## src/rtl/reg_hazard_scoreboard.sv

```systemverilog
// rtl/reg_hazard_scoreboard.sv - decode-stage pending-write scoreboard raising rs/rt hazard flags (optional macro: SCOREBOARD_WB_BYPASS_EN)
module reg_hazard_scoreboard #(
  parameter int DEPTH    = 3,
  parameter int REG_BITS = 5
) (
  input  logic                clk,
  input  logic                rst,
  input  logic                issue_valid,
  input  logic                issue_wr,
  input  logic [REG_BITS-1:0] issue_rd,
  input  logic                flush,
  input  logic [REG_BITS-1:0] rs_num,
  input  logic [REG_BITS-1:0] rt_num,
  output logic                is_full_rnum1,
  output logic                is_full_rnum2,
  output logic [3:0]          pending_count
);

`ifdef SCOREBOARD_WB_BYPASS_EN
  // The writeback entry is skipped: the register file writes in the first
  // half-cycle, so a reader in the same cycle already sees the new value.
  localparam int NCMP = DEPTH - 1;
`else
  localparam int NCMP = DEPTH;
`endif

  // Entry 0 is the youngest write, entry DEPTH-1 is in its writeback cycle.
  logic [DEPTH-1:0]               v_q;
  logic [DEPTH-1:0][REG_BITS-1:0] rd_q;

  logic       ins;
  logic [3:0] cnt_next;
  logic       hit1;
  logic       hit2;

  // r0 is hardwired, so writes to it never make anything busy.
  assign ins = issue_valid & issue_wr & ~flush & (issue_rd != '0);

  // Pending count tracks one insert and one retire per cycle; both cancel.
  always_comb begin
    cnt_next = pending_count;
    if (ins && !v_q[DEPTH-1]) begin
      cnt_next = pending_count + 4'd1;
    end else if (!ins && v_q[DEPTH-1]) begin
      cnt_next = pending_count - 4'd1;
    end
  end

  // Shift pipeline: advances every cycle, bubbles drain pending writes.
  always_ff @(posedge clk or negedge rst) begin
    if (!rst) begin
      v_q           <= '0;
      rd_q          <= '0;
      pending_count <= 4'd0;
    end else begin
      for (int i = DEPTH - 1; i > 0; i--) begin
        v_q[i]  <= v_q[i-1];
        rd_q[i] <= rd_q[i-1];
      end
      v_q[0]        <= ins;
      rd_q[0]       <= issue_rd;
      pending_count <= cnt_next;
    end
  end

  // Hazard lookup against current entries only, so an instruction never
  // hazards on its own destination in the cycle it issues.
  always_comb begin
    hit1 = 1'b0;
    hit2 = 1'b0;
    for (int i = 0; i < NCMP; i++) begin
      if (v_q[i] && (rd_q[i] == rs_num)) hit1 = 1'b1;
      if (v_q[i] && (rd_q[i] == rt_num)) hit2 = 1'b1;
    end
    is_full_rnum1 = hit1 & (rs_num != '0);
    is_full_rnum2 = hit2 & (rt_num != '0);
  end

endmodule
```

## config.mk

```make
export PLATFORM = sky130hd
export DESIGN_NAME = reg_hazard_scoreboard
export DESIGN_NICKNAME = d
export VERILOG_FILES = /design/src/rtl/reg_hazard_scoreboard.sv
export SDC_FILE = /design/constraint.sdc
export NUM_CORES = 1
export LEC_CHECK = 0
export CAP_MARGIN = 20
export CORE_ASPECT_RATIO = 1.2
export CORE_MARGIN = 3
export CORE_UTILIZATION = 40
export DETAILED_ROUTE_END_ITERATION = 10
export PLACE_DENSITY = 0.66
export SYNTH_ARGS = -nofsm -noshare
export SYNTH_HDL_FRONTEND = slang
export SYNTH_SLANG_ARGS = --single-unit
```

## constraint.sdc

```tcl
create_clock -name clk -period 3.3 [get_ports clk]
set_input_delay 0.33 -clock clk [delete_from_list [all_inputs] [get_ports clk]]
set_output_delay 0.33 -clock clk [all_outputs]
set_load 0.02 [all_outputs]
```

==> reports/qor.yml, run 1 <==
status: "finished, final reports clean"
cts-hold-fix-buffers: 0
crit_end: "pending_count[3]$_DFFE_PN0P_"
crit_path_start: "issue_rd[0]"
grt_pass1_vias: 866
dp_hpwl_mm: 1.93
crit_path_cell_trace: "clkdlybuf4s50_1, or4_1, nor2_1, nor3_1, ha_1, inv_1, ha_1, a21o_1, a21oi_1, mux2i_1, o31ai_1"
cp.required_ns: 3.49
clk_pin_slew_ns: 0.12
ir_drop_uv: 417
seqPwrFrac_pct: 42.1
final_cell_mix: "clkdlybuf4s50_1 (25), xor2_1 (24), dfrtp_1 (22)"
skew_ns: 0.00159
dr.pass1.iters: 4
period_needed_ns: 2.62
end_kind: "flop"
cts-root-buf: "clkbuf_4"
drv_slew: 0
switching_power_mw: 0.257
nets: 153
diodes: 0
clk_path_buf_depth: 2
r2r_slack_ns: 1.32
ys_seq_area_share_pct: 49.0
hold_path.class: "in2async"
setup_viol: 0
crit_type: "in2reg"
grt_use_total_pct: 15.1
finalPower_mw: 0.828
fp.dieW_um: 54.4
overflow: 0
rr_startpoint: "v_q[2]$_DFF_PN0_"
tns_ns: 0
ant_nets: 0
cts_tree: "done"
power_density_nw_per_um2: 560
syn_area_um2: 1120
antenna_found_initial: 0
row_count: 20
switching_share_pct: 31.1
slew_headroom_pct: 75.5
n_fill_cell: 241
post-cts-setup-buffers: 0
start_kind: "input pin"
holdWs_ns: 0.289
numPortBuffers: 25
r2r_end: "pending_count[3]$_DFFE_PN0P_"
ys_types: 21
period_share_pct: 79.3
maxCapViolCount: 0
worst_r2r_path_depth: 8
grt_max_degree: 23
ys_ff_latch: 22
crit_top_cell: "ha_1"
numCtsBuffers: 3
combPwrFrac_pct: 33.4
max_freq_ghz: 0.382
path_max_fanout: 5
start_util_pct: 43.2
hold_viol_final: 0
multiInputGateArea_um2: 561
dpl_cell_area_um2: 1410
final_common_cell: "clkdlybuf4s50_1"
drt_iter0_drc: 23
die_h_um: 64.1
fp.coreArea_um2: 2600
ioPinCount: 26
gp_congestion: 0.789
tightest_slew_ns: 0.367
slowest_stage: "or4_1"
cp_data_arrival_time_ns: 2.81
clk-insertion-delay-late_ns: 0.30
areaGrowthSynthToFinish_pct: 31.5
routed_wl_mm: 2.41
clock_sinks: 22
register_area_um2: 551
drc: 0
wl_per_cell_um: 15.0
drive_gt1_share_pct: 5.47
syn_inst: 99
cp_top_family: "simple AND/OR/NAND/NOR gates"
synth_area_per_cell_um2: 11.3
final_area_um2: 1480
p_int_mw: 0.571
setup_ws_ns: 0.683
pre_cts_slack_ns: 0.352
slowest_delay_ns: 0.52
grt_first_pass_wirelength_mm: 3.82
cts_resized: 0
leakage_nw: 0.606
vias: 823
vias_per_cell: 5.11
yosys_warnings: 0
syn-num-nets: 123
crit_buf_inv: 2
worstSetupPathDepth: 11
die_area_um2: 3480
ctsHtreeMaxLevel: 1
rsz0062_at_grt: "no"
p_clk_share_pct: 24.5
==> stage by stage <==
stage / cells / util (%)
after global routing: 161 / 56.8
after detailed placement: 156 / 54.2
final: 161 / 56.8
after floorplan: 99 / -
after global placement: 156 / 54.2
after CTS: 160 / 56.2
==> how the worst min path moves through the flow <==
stage / cells past startpoint / endpoint / startpoint
after floorplan: 0 / pending_count[0]$_DFFE_PN0P_ / rst
after global placement: 0 / v_q[2]$_DFF_PN0_ / v_q[1]$_DFF_PN0_
after detailed placement: 0 / v_q[1]$_DFF_PN0_ / v_q[0]$_DFF_PN0_
after CTS: 0 / v_q[1]$_DFF_PN0_ / v_q[0]$_DFF_PN0_
after global routing: 1 / rd_q[14]$_DFF_PN0_ / rst
final: 1 / v_q[2]$_DFF_PN0_ / rst
==> sequential cells by signal, indices dropped and copies added, names as in the netlist <==
name and cells:
pending_count 4, rd_q 15, v_q 3
==> cells by family (layout without fill, tap and decap cells) <==
kind of cell | count (synthesis) | count (layout) | synth area share (%)
and+or+nand+nor | 30 | 30 | 13.9
buffers and inverters | 3 | 32 | 1.11
xor gates and xnor gates | 32 | 32 | 24.9
adders and majority gates | 4 | 4 | 5.12
DFF | 22 | 22 | 49.0
muxes | 2 | 2 | 1.89
AOI/OAI and AO/OA | 6 | 6 | 4.01
==> per-layer routing <==
metal  vias to the layer above  global-route usage [%]  wire length [um]
li1                        402                       -                 -
met1                       395                    18.6              1040
met2                        22                    25.4              1240
met3                         4                    3.73               118
met4                         0                    3.74                19
met5                         -                       0                 0
==> power groups by stage <==
stage	sequential, mW	clock, mW	combinational, mW
2_1_floorplan	0.375	0	0.127
3_3_place_gp	0.351	0	0.264
3_5_place_dp	0.353	0	0.273
4_1_cts	0.348	0.208	0.275
5_1_grt	0.355	0.217	0.303
6_report	0.348	0.203	0.277
==> cell usage after synthesis <==
| cell type | instances | share of area (%) |
|---|---|---|
| or4_1 | 1 | 0.67 |
| mux2_2 | 1 | 1.0 |
| o31ai_1 | 1 | 0.67 |
| nor4_1 | 6 | 3.3 |
| fa_1 | 1 | 1.8 |
| a2111oi_2 | 1 | 1.3 |
| ha_1 | 3 | 3.3 |
| a21o_1 | 1 | 0.67 |
| mux2i_1 | 1 | 0.89 |
| nand4_1 | 6 | 3.3 |
| nor2_1 | 3 | 1.0 |
| xor2_1 | 24 | 19 |
| buf_2 | 1 | 0.45 |
| o21ai_0 | 2 | 0.89 |
| nand2_1 | 6 | 2.0 |
| dfrtp_1 | 22 | 49 |
| xnor2_1 | 8 | 6.2 |
| a21oi_1 | 1 | 0.45 |
| inv_1 | 2 | 0.67 |
| nor3_1 | 6 | 2.7 |
| nand3_1 | 2 | 0.89 |
==> worst reg2reg max path, delay by kind of cell, from the launching register on <==
family                   cells  cell delay (ns)
AO/OA/AOI/OAI                3             0.49
adder cells (fa/ha/maj)      2             0.51
buffers and inverters        2             0.20
flip-flops                   1             0.44
multiplexers                 1             0.23
==> area by class of cell <==
cell class	count	area share [%]
multi-input cells	74	37.9
inverters	2	0.508
repair buffers	26	18.0
well taps	33	2.79
flip-flops and latches	22	37.3
clock inverters	1	2.03
clock buffers	3	1.52
Power figures use the tool's default switching activity.
==> inputs of run 2 (changes only) <==
--- a/config.mk
+++ b/config.mk
@@ -10,7 +10,7 @@
 export CORE_MARGIN = 3
 export CORE_UTILIZATION = 40
 export DETAILED_ROUTE_END_ITERATION = 10
-export PLACE_DENSITY = 0.66
+export PLACE_DENSITY = 0.69
 export SYNTH_ARGS = -nofsm -noshare
 export SYNTH_HDL_FRONTEND = slang
 export SYNTH_SLANG_ARGS = --single-unit
==> constraint.sdc (replaced) <==
create_clock -name clk -period 2.25 [get_ports clk]
set_input_delay 0.225 -clock clk [delete_from_list [all_inputs] [get_ports clk]]
set_output_delay 0.225 -clock clk [all_outputs]
set_load 0.02 [all_outputs]
==> reports/qor.yml, run 2 (synthesized netlist as in run 1, its figures left out) <==
status: "finished, final reports clean"
vias_per_cell: 5.05  # -1.3%
switching_share_pct: 33.0  # +1.9 points
crit_path_start: "rs_num[4]"
path_max_fanout: 4  # -1
vias: 873  # +6.1%
tns_ns: 0  # unchanged
combPwrFrac_pct: 39.4  # +6.0 points
period_share_pct: 93.9
largest_register_ffs: 15  # unchanged
areaGrowthSynthToFinish_pct: 42.2
fp.coreArea_um2: 2600  # unchanged
maxCapViolCount: 0  # unchanged
gp_congestion: 0.884  # +12%
drc: 0  # unchanged
ioPinCount: 26  # unchanged
final_cell_mix: "xor2_1 (24), dfrtp_1 (22), clkdlybuf4s50_1 (19)"
cts-root-buf: "clkbuf_4"
period_needed_ns: 2.11
rsz0062_at_grt: "no"
worst_r2r_path_depth: 8  # unchanged
hold_viol_final: 0  # unchanged
multiInputGateArea_um2: 614  # +9.6%
place_inst: 169  # +8.3%
switching_power_mw: 0.395  # +54%
max_flop_register: "rd_q"
clk_pin_slew_ns: 0.11  # about the same
grt_use_total_pct: 17.0  # +1.9 points
diodes: 0  # unchanged
setup_viol: 0  # unchanged
nets: 165  # +7.8%
fp.dieW_um: 54.4  # unchanged
hold_depth: 1
routed_wl_mm: 2.56  # +5.8%
drive_gt1_share_pct: 19.3  # +14 points
p_int_mw: 0.803  # +41%
cp_data_arrival_time_ns: 1.89  # -0.92 ns
die_area_um2: 3480  # unchanged
crit_type: "in2out"
grt_pass1_vias: 956  # +10%
max_freq_ghz: 0.473
skew_ns: 0.0134  # +0.0118 ns
slew_headroom_pct: 75.9  # +0.41 points
grt_first_pass_wirelength_mm: 4.28  # +12%
ctsHtreeMaxLevel: 1  # unchanged
hold_path.class: "in2reg"
start_kind: "input pin"
crit_end: "is_full_rnum1"
numPortBuffers: 25  # unchanged
post-cts-setup-buffers: 0  # unchanged
clk-insertion-delay-late_ns: 0.31  # about the same
leakage_nw: 0.688  # +14%
register_area_um2: 551  # unchanged
grt_max_degree: 23  # unchanged
seqPwrFrac_pct: 42.8  # +0.7 points
r2r_end: "pending_count[3]$_DFFE_PN0P_"
wl_per_cell_um: 14.8  # -1.5%
row_count: 20  # unchanged
rr_startpoint: "v_q[2]$_DFF_PN0_"
drv_slew: 0  # unchanged
reg_top3: "rd_q: 15 flops, pending_count: 4 flops, v_q: 3 flops"
fin_cells: 173  # +7.5%
final_common_cell: "xor2_1"
cts-hold-fix-buffers: 0  # unchanged
end_kind: "output port"
cp.required_ns: 2.03  # -1.46 ns
final_util_pct: 61.4  # +4.6 points
ant_nets: 0  # unchanged
clock_sinks: 22  # unchanged
clk_path_buf_depth: 2  # unchanged
ir_drop_uv: 693  # +66%
finalPower_mw: 1.20  # +45%
power_density_nw_per_um2: 750  # +34%
numCtsBuffers: 3  # unchanged
overflow: 0  # unchanged
cts_tree: "done"
n_fill_cell: 234  # -2.9%
tightest_slew_ns: 0.358  # -0.00833 ns
p_clk_share_pct: 17.8  # -6.7 points
r2r_slack_ns: 0.50  # -0.82 ns
antenna_found_initial: 0  # unchanged
die_h_um: 64.1  # unchanged
dr.pass1.iters: 3  # -1
start_util_pct: 43.2  # unchanged
dp_hpwl_mm: 2.02  # +4.3%
drt_iter0_drc: 4  # -83%
holdWs_ns: 0.0786  # -0.210 ns
## run 2: critical path, stage by stage
cell and delay [ns]:
clkdlybuf4s50_1 0.53, xor2_1 0.21, nor4_1 0.34, nand4_1 0.14
nand3_1 0.10, dlygate4sd2_1 0.34
## run 2: metal layers
layer	global-route usage [%]	up-vias	wire, um
li1	-	428	-
met1	20.7	412	1080
met2	27.5	27	1270
met3	2.80	6	143
met4	9.03	0	62
met5	0	-	0
## run 2: how the worst min path moves through the flow
stage	from	endpoint	slack, ns
after floorplan	rst	pending_count[0]$_DFFE_PN0P_	-0.07
after global placement	v_q[0]$_DFF_PN0_	v_q[1]$_DFF_PN0_	0.40
after detailed placement	v_q[0]$_DFF_PN0_	v_q[1]$_DFF_PN0_	0.40
after CTS	issue_rd[4]	rd_q[4]$_DFF_PN0_	0.17
after global routing	issue_rd[3]	rd_q[3]$_DFF_PN0_	0.06
final	issue_rd[3]	rd_q[3]$_DFF_PN0_	0.08
## run 2: final cells by class
cell class                      count  share of cell area (%)
Clock buffer                        4                    2.27
Inverter                            2                   0.470
Sequential cell                    22                    34.5
Timing Repair Buffer               38                    21.8
Tap cell                           33                    2.58
Multi-Input combinational cell     74                    38.4
## run 2: metrics by stage
stage                     setup WS, ns  instance area, um^2
after floorplan                0.00124                 1120
after global placement          -0.369                 1510
after detailed placement        -0.445                 1510
after CTS                       0.0257                 1570
after global routing            0.0191                 1600
final                            0.137                 1600
## run 2: power groups by stage
stage	logic, mW	registers [mW]	clock network [mW]
finish	0.472	0.513	0.213
global route	0.520	0.523	0.238
CTS	0.458	0.515	0.219
detailed placement	0.424	0.516	0
global placement	0.411	0.513	0
floorplan	0.187	0.550	0
## run 2: timing repair
action	CTS	global route
pin swaps	6	3
setup endpoints to repair	4	2
resized for setup	10	6
